===== config.mk =====
export PLATFORM = sky130hd
export DESIGN_NAME = mc_controller
export DESIGN_NICKNAME = d
export VERILOG_FILES = /design/src/rtl/mc_pkg.sv /design/src/rtl/aludec.sv /design/src/rtl/mc_controller.sv
export SDC_FILE = /design/constraint.sdc
export NUM_CORES = 1
export LEC_CHECK = 0
export ABC_AREA = 1
export BUFFER_PORTS_ARGS = -buffer_cell sky130_fd_sc_hd__buf_4
export CORE_AREA = 2 2 44 46
export DETAILED_ROUTE_END_ITERATION = 8
export DIE_AREA = 0 0 46 48
export PLACE_DENSITY = 0.82
export SLEW_MARGIN = 20
export SYNTH_ARGS = -nofsm -noshare
export SYNTH_HDL_FRONTEND = slang
export SYNTH_HIERARCHICAL = 1
export SYNTH_SLANG_ARGS = --single-unit

===== constraint.sdc =====
create_clock -name i_clk -period 1.55 [get_ports i_clk]
set_input_delay 0.0775 -clock i_clk [delete_from_list [all_inputs] [get_ports i_clk]]
set_output_delay 0.0775 -clock i_clk [all_outputs]
set_load 0.01 [all_outputs]

===== src/rtl/mc_pkg.sv =====
// Shared types and encodings for the multicycle control unit and its ALU decoder.
package mc_pkg;

  typedef enum logic [3:0] {
    S_FETCH    = 4'd0,
    S_DECODE   = 4'd1,
    S_MEMADR   = 4'd2,
    S_MEMREAD  = 4'd3,
    S_MEMWB    = 4'd4,
    S_MEMWRITE = 4'd5,
    S_EXECR    = 4'd6,
    S_EXECI    = 4'd7,
    S_JAL      = 4'd8,
    S_ALUWB    = 4'd9,
    S_BRANCH   = 4'd10
  } mc_state_t;

  localparam logic [6:0] OP_LW  = 7'b0000011;
  localparam logic [6:0] OP_SW  = 7'b0100011;
  localparam logic [6:0] OP_R   = 7'b0110011;
  localparam logic [6:0] OP_I   = 7'b0010011;
  localparam logic [6:0] OP_BR  = 7'b1100011;
  localparam logic [6:0] OP_JAL = 7'b1101111;

  localparam logic [1:0] ALUOP_ADD   = 2'b00;
  localparam logic [1:0] ALUOP_SUB   = 2'b01;
  localparam logic [1:0] ALUOP_FUNCT = 2'b10;

  localparam logic [1:0] RES_ALUOUT = 2'b00;
  localparam logic [1:0] RES_RDATA  = 2'b01;
  localparam logic [1:0] RES_ALURES = 2'b10;

  localparam logic [1:0] SRCA_PC    = 2'b00;
  localparam logic [1:0] SRCA_OLDPC = 2'b01;
  localparam logic [1:0] SRCA_RS1   = 2'b10;

  localparam logic [1:0] SRCB_RS2  = 2'b00;
  localparam logic [1:0] SRCB_IMM  = 2'b01;
  localparam logic [1:0] SRCB_FOUR = 2'b10;

  localparam logic [1:0] IMM_I = 2'b00;
  localparam logic [1:0] IMM_S = 2'b01;
  localparam logic [1:0] IMM_B = 2'b10;
  localparam logic [1:0] IMM_J = 2'b11;

  localparam logic [3:0] ALU_ADD  = 4'd0;
  localparam logic [3:0] ALU_SUB  = 4'd1;
  localparam logic [3:0] ALU_AND  = 4'd2;
  localparam logic [3:0] ALU_OR   = 4'd3;
  localparam logic [3:0] ALU_XOR  = 4'd4;
  localparam logic [3:0] ALU_SLT  = 4'd5;
  localparam logic [3:0] ALU_SLTU = 4'd6;
  localparam logic [3:0] ALU_SLL  = 4'd7;
  localparam logic [3:0] ALU_SRL  = 4'd8;
  localparam logic [3:0] ALU_SRA  = 4'd9;

  function automatic logic [1:0] imm_format(input logic [6:0] op);
    logic [1:0] fmt;
    case (op)
      OP_SW:   fmt = IMM_S;
      OP_BR:   fmt = IMM_B;
      OP_JAL:  fmt = IMM_J;
      default: fmt = IMM_I;
    endcase
    return fmt;
  endfunction

  function automatic logic is_supported(input logic [6:0] op);
    logic ok;
    case (op)
      OP_LW, OP_SW, OP_R, OP_I, OP_BR, OP_JAL: ok = 1'b1;
      default:                                 ok = 1'b0;
    endcase
    return ok;
  endfunction

endpackage


===== src/rtl/aludec.sv =====
// ALU decoder: maps the controller's ALU-op class plus funct fields to an ALU control code.
module aludec
  import mc_pkg::*;
(
  input  logic       i_opb5,
  input  logic [2:0] i_funct3,
  input  logic       i_funct7b5,
  input  logic [1:0] i_aluop,
  output logic [3:0] o_alucrtl
);

  // sub is only selected for R-type; addi with imm[10]=1 must still add
  always_comb begin
    o_alucrtl = ALU_ADD;
    case (i_aluop)
      ALUOP_ADD: o_alucrtl = ALU_ADD;
      ALUOP_SUB: o_alucrtl = ALU_SUB;
      ALUOP_FUNCT: begin
        case (i_funct3)
          3'b000:  o_alucrtl = (i_funct7b5 & i_opb5) ? ALU_SUB : ALU_ADD;
          3'b001:  o_alucrtl = ALU_SLL;
          3'b010:  o_alucrtl = ALU_SLT;
          3'b011:  o_alucrtl = ALU_SLTU;
          3'b100:  o_alucrtl = ALU_XOR;
          3'b101:  o_alucrtl = i_funct7b5 ? ALU_SRA : ALU_SRL;
          3'b110:  o_alucrtl = ALU_OR;
          3'b111:  o_alucrtl = ALU_AND;
          default: o_alucrtl = ALU_ADD;
        endcase
      end
      default: o_alucrtl = ALU_ADD;
    endcase
  end

endmodule


===== src/rtl/mc_controller.sv =====
// Multicycle RISC-V control FSM: sequences the shared ALU/memory datapath and
// drives every mux select and write enable (Moore outputs plus FETCH ready gating).
module mc_controller
  import mc_pkg::*;
(
  input  logic       i_clk,
  input  logic       i_rst,
  input  logic [6:0] i_op,
  input  logic [2:0] i_funct3,
  input  logic       i_funct7b5,
  input  logic       i_zero,
  input  logic       i_mem_ready,
  output logic       o_pcwrite,
  output logic       o_adrsrc,
  output logic       o_irwrite,
  output logic       o_memwrite,
  output logic       o_regwrite,
  output logic [1:0] o_resultsrc,
  output logic [1:0] o_alusrca,
  output logic [1:0] o_alusrcb,
  output logic [1:0] o_immsrc,
  output logic [3:0] o_alucrtl,
  output logic       o_illegal,
  output logic       o_instret,
  output logic [3:0] o_state
);

  mc_state_t  state_q, state_d;
  logic       pcwrite_s, irwrite_s, memwrite_s, regwrite_s, illegal_s, instret_s;
  logic [1:0] aluop_s;

  // State register
  always_ff @(posedge i_clk or posedge i_rst) begin
    if (i_rst) state_q <= S_FETCH;
    else       state_q <= state_d;
  end

  // Next-state logic
  always_comb begin
    state_d = state_q;
    case (state_q)
      S_FETCH:    state_d = i_mem_ready ? S_DECODE : S_FETCH;
      S_DECODE: begin
        case (i_op)
          OP_LW, OP_SW: state_d = S_MEMADR;
          OP_R:         state_d = S_EXECR;
          OP_I:         state_d = S_EXECI;
          OP_JAL:       state_d = S_JAL;
          OP_BR:        state_d = S_BRANCH;
          default:      state_d = S_FETCH;
        endcase
      end
      S_MEMADR:   state_d = i_op[5] ? S_MEMWRITE : S_MEMREAD;
      S_MEMREAD:  state_d = i_mem_ready ? S_MEMWB : S_MEMREAD;
      S_MEMWB:    state_d = S_FETCH;
      S_MEMWRITE: state_d = i_mem_ready ? S_FETCH : S_MEMWRITE;
      S_EXECR:    state_d = S_ALUWB;
      S_EXECI:    state_d = S_ALUWB;
      S_JAL:      state_d = S_ALUWB;
      S_ALUWB:    state_d = S_FETCH;
      S_BRANCH:   state_d = S_FETCH;
      default:    state_d = S_FETCH;
    endcase
  end

  // Output decode; everything not named for a state stays at its zero default
  always_comb begin
    pcwrite_s   = 1'b0;
    o_adrsrc    = 1'b0;
    irwrite_s   = 1'b0;
    memwrite_s  = 1'b0;
    regwrite_s  = 1'b0;
    o_resultsrc = RES_ALUOUT;
    o_alusrca   = SRCA_PC;
    o_alusrcb   = SRCB_RS2;
    aluop_s     = ALUOP_ADD;
    illegal_s   = 1'b0;
    instret_s   = 1'b0;
    case (state_q)
      S_FETCH: begin
        o_alusrcb   = SRCB_FOUR;
        o_resultsrc = RES_ALURES;
        irwrite_s   = i_mem_ready;
        pcwrite_s   = i_mem_ready;
      end
      S_DECODE: begin
        o_alusrca = SRCA_OLDPC;
        o_alusrcb = SRCB_IMM;
        illegal_s = ~is_supported(i_op);
      end
      S_MEMADR: begin
        o_alusrca = SRCA_RS1;
        o_alusrcb = SRCB_IMM;
      end
      S_MEMREAD: o_adrsrc = 1'b1;
      S_MEMWB: begin
        o_resultsrc = RES_RDATA;
        regwrite_s  = 1'b1;
        instret_s   = 1'b1;
      end
      S_MEMWRITE: begin
        o_adrsrc   = 1'b1;
        memwrite_s = 1'b1;
        instret_s  = i_mem_ready;
      end
      S_EXECR: begin
        o_alusrca = SRCA_RS1;
        o_alusrcb = SRCB_RS2;
        aluop_s   = ALUOP_FUNCT;
      end
      S_EXECI: begin
        o_alusrca = SRCA_RS1;
        o_alusrcb = SRCB_IMM;
        aluop_s   = ALUOP_FUNCT;
      end
      // ALUOut holds the jump target from DECODE; the ALU forms OldPC+4 for rd
      S_JAL: begin
        o_alusrca   = SRCA_OLDPC;
        o_alusrcb   = SRCB_FOUR;
        o_resultsrc = RES_ALUOUT;
        pcwrite_s   = 1'b1;
      end
      S_ALUWB: begin
        o_resultsrc = RES_ALUOUT;
        regwrite_s  = 1'b1;
        instret_s   = 1'b1;
      end
      S_BRANCH: begin
        o_alusrca   = SRCA_RS1;
        o_alusrcb   = SRCB_RS2;
        aluop_s     = ALUOP_SUB;
        o_resultsrc = RES_ALUOUT;
        pcwrite_s   = i_zero ^ i_funct3[0];
        instret_s   = 1'b1;
      end
      default: begin
        pcwrite_s = 1'b0;
      end
    endcase
  end

  // Reset masks every enable and pulse combinationally, not just from the next edge
  assign o_pcwrite  = pcwrite_s  & ~i_rst;
  assign o_irwrite  = irwrite_s  & ~i_rst;
  assign o_memwrite = memwrite_s & ~i_rst;
  assign o_regwrite = regwrite_s & ~i_rst;
  assign o_illegal  = illegal_s  & ~i_rst;
  assign o_instret  = instret_s  & ~i_rst;
  assign o_immsrc   = imm_format(i_op);
  assign o_state    = state_q;

  aludec u_aludec (
    .i_opb5     (i_op[5]),
    .i_funct3   (i_funct3),
    .i_funct7b5 (i_funct7b5),
    .i_aluop    (aluop_s),
    .o_alucrtl  (o_alucrtl)
  );

endmodule


==> run metrics <==
status finished, violations left; Starting Density 0.3719; deepest clock path buffer count 2; Worst EP required 1470 ps; Synth cell types 16; r2r endpoint o_state[0]; number of H-tree levels 1; final slew viol count 0; DRT Pass-1 Iters 4; layout cell share with drive strength beyond 1 0.5109; Boundary Pins 38; Worst Clk Skew 15.83 ps; total die area 0.002208 mm2; Residual DRC 0; post-synthesis sequential area ratio 0.1594; WL final 2775 um; fin crit period 1717 ps; Chip Width 46 um; area of the multi-input gates 543.0 um2; initial DRC count 57; Worst R2R Path Depth 9; CTS tree yes; antenna-violating nets left 0; Post-Syn Area 628.1 um2; synthesized flop and latch total 4; die height 48 um; worst r2r src o_state[3]; Gate power share 0.600; max reg flops 4; hold_ws 86.79 ps; CP arrival 1640 ps; ANT cells 0; clock share of power 0.212; worst hold path class in2reg; Layout area overhead 95.22%; unrepaired setup endpoints after global routing true; most common cell after layout, fill and taps aside buf_4; I/O Buffers 37; worst skew pair latency 250 ps; clk slew on worst S/H paths 50 ps; most frequent cells in the layout 55 x buf_4, 30 x nand2_1, 17 x nor2_1; sequential share of power 0.188; critical path endpoint category output pin; GRT Overall Usage 0.2391; Max VDD drop 0.0004267 V; Leak 0.6953 nW; largest net degree at the start of global routing 7; hpwl dp 1756 um; vias per cell 5.224; first-pass GRT wire length 3767 um; critical path class reg2out; per-cell routed wire length 13.81 um; root buffer cell clkbuf_4; Final setup violation count 6; fmax 582.3 MHz; initial antenna violation count 0; Final Hold Fails 0; syn nets 140; met2 Resource Use GR 0.4389; worst setup margin -167.2 ps; grt met1 use 0.2656; Most Used Layer, Global Route met2; # Max-Cap Violations 0; storage element area 103.9 um2; Switching Share 0.4298; hold depth 3; grt met3 use 0.05660; core box area 0.001689 mm2; Final Util 0.7259; Rows 15; Mapped Avg Cell Area 5.107 um2; Worst Setup SP o_state[1]; failing checks setup timing; grt total ovfl 0; actual slew at the worst max-slew pin 211.5 ps; final net count 203; Ys Warns 6; FILL cells 118; Slew HR 0.8575; number of global-route vias before repair 923; r2r setup slk 220 ps; crit path launch type register; routability-driven placement congestion ratio 0.8641; Post-Syn Instances 123; CP max FO 3; Num CTS Buffers 3; Tcrit/Tclk final 1.108; DR vias 1,050; Clock Sinks 4; Net Switching 0.2880 mW; P_int 0.3820 mW; pwr dens 546.4 mW/mm2; crit path capture o_pcwrite
[per-layer routing]
layer | up-vias | part of all wire
li1 | 506 | -
met1 | 470 | 0.35
met2 | 64 | 0.55
met3 | 10 | 0.073
met4 | 0 | 0.028
met5 | - | 0
[synthesized netlist by cell type]
cell type,number,area share
a21oi_1,5,0.040
xor2_1,2,0.028
nor2_1,26,0.16
o21ai_0,3,0.024
nor3_1,1,0.0080
o22ai_1,1,0.010
nor4_2,1,0.020
nand4_1,1,0.010
o31ai_1,1,0.012
ha_1,2,0.040
inv_1,23,0.14
nand3_1,12,0.096
inv_2,1,0.0060
nor2_2,4,0.040
dfrtp_1,4,0.16
nand2_1,36,0.22
[kinds of logic after synthesis]
logic type / after synthesis / synth area share
and+or+nand+nor: 81 / 0.5438
buffers and inverters: 24 / 0.1434
AOI/OAI and AO/OA: 10 / 0.08565
DFF: 4 / 0.1594
xor gates and xnor gates: 2 / 0.02789
adders and majority gates: 2 / 0.03983
[power by group through the flow]
stage	sequential (mW)	combinational [mW]	clock, mW
2_1_floorplan	0.135	0.144	0
3_3_place_gp	0.123	0.315	0
3_5_place_dp	0.123	0.319	0
4_1_cts	0.124	0.353	0.136
5_1_grt	0.126	0.433	0.153
6_report	0.126	0.402	0.142
[worst max-delay path, cell delays in order (launching register included)]
cell and delay, ps:
dfrtp_1 440, inv_2 110, buf_4 120, nand2_1 90, nor2_1 190, o21ai_0 150
a21oi_1 170, buf_4 150
[what timing repair did]
action / 4_1_cts / 5_1_grt
hold buffers: 1 / 0
setup buffers: 9 / 5
endpoints found under the setup margin: 5 / 11
pin swaps: 5 / 10
gates resized for setup: 16 / 17
hold endpoints to repair: 4 / 0
[worst min-delay path by stage]
stage	startpoint	end	slack, ps
floorplan	i_rst	o_state[1]	-150
global placement	i_rst	o_state[1]	30
detailed placement	i_rst	o_state[1]	30
CTS	i_op[4]	o_state[2]	90
global route	i_op[4]	o_state[2]	80
finish	i_op[4]	o_state[2]	90
[through the flow]
stage | area (um2) | setup WS, ps | power (mW) | setup TNS, ps | cells
floorplan | 659.4 | 48.60 | 0.2791 | 0 | 123
global placement | 1018 | 53.65 | 0.4373 | 0 | 185
detailed placement | 1018 | 5.034 | 0.4419 | 0 | 185
CTS | 1154 | -155.6 | 0.6124 | -538.9 | 197
global route | 1226 | -292.7 | 0.7130 | -1333 | 201
finish | 1226 | -167.2 | 0.6700 | -680.5 | 201
[final cells by class]
class / instances / share of cell area
Clock buffer: 3 / 0.01837
Sequential cell: 4 / 0.08469
Tap cell: 17 / 0.01735
Timing Repair Buffer: 58 / 0.3633
Inverter: 24 / 0.07347
Multi-Input combinational cell: 95 / 0.4429
No activity file was read; power rests on OpenSTA's default activity.
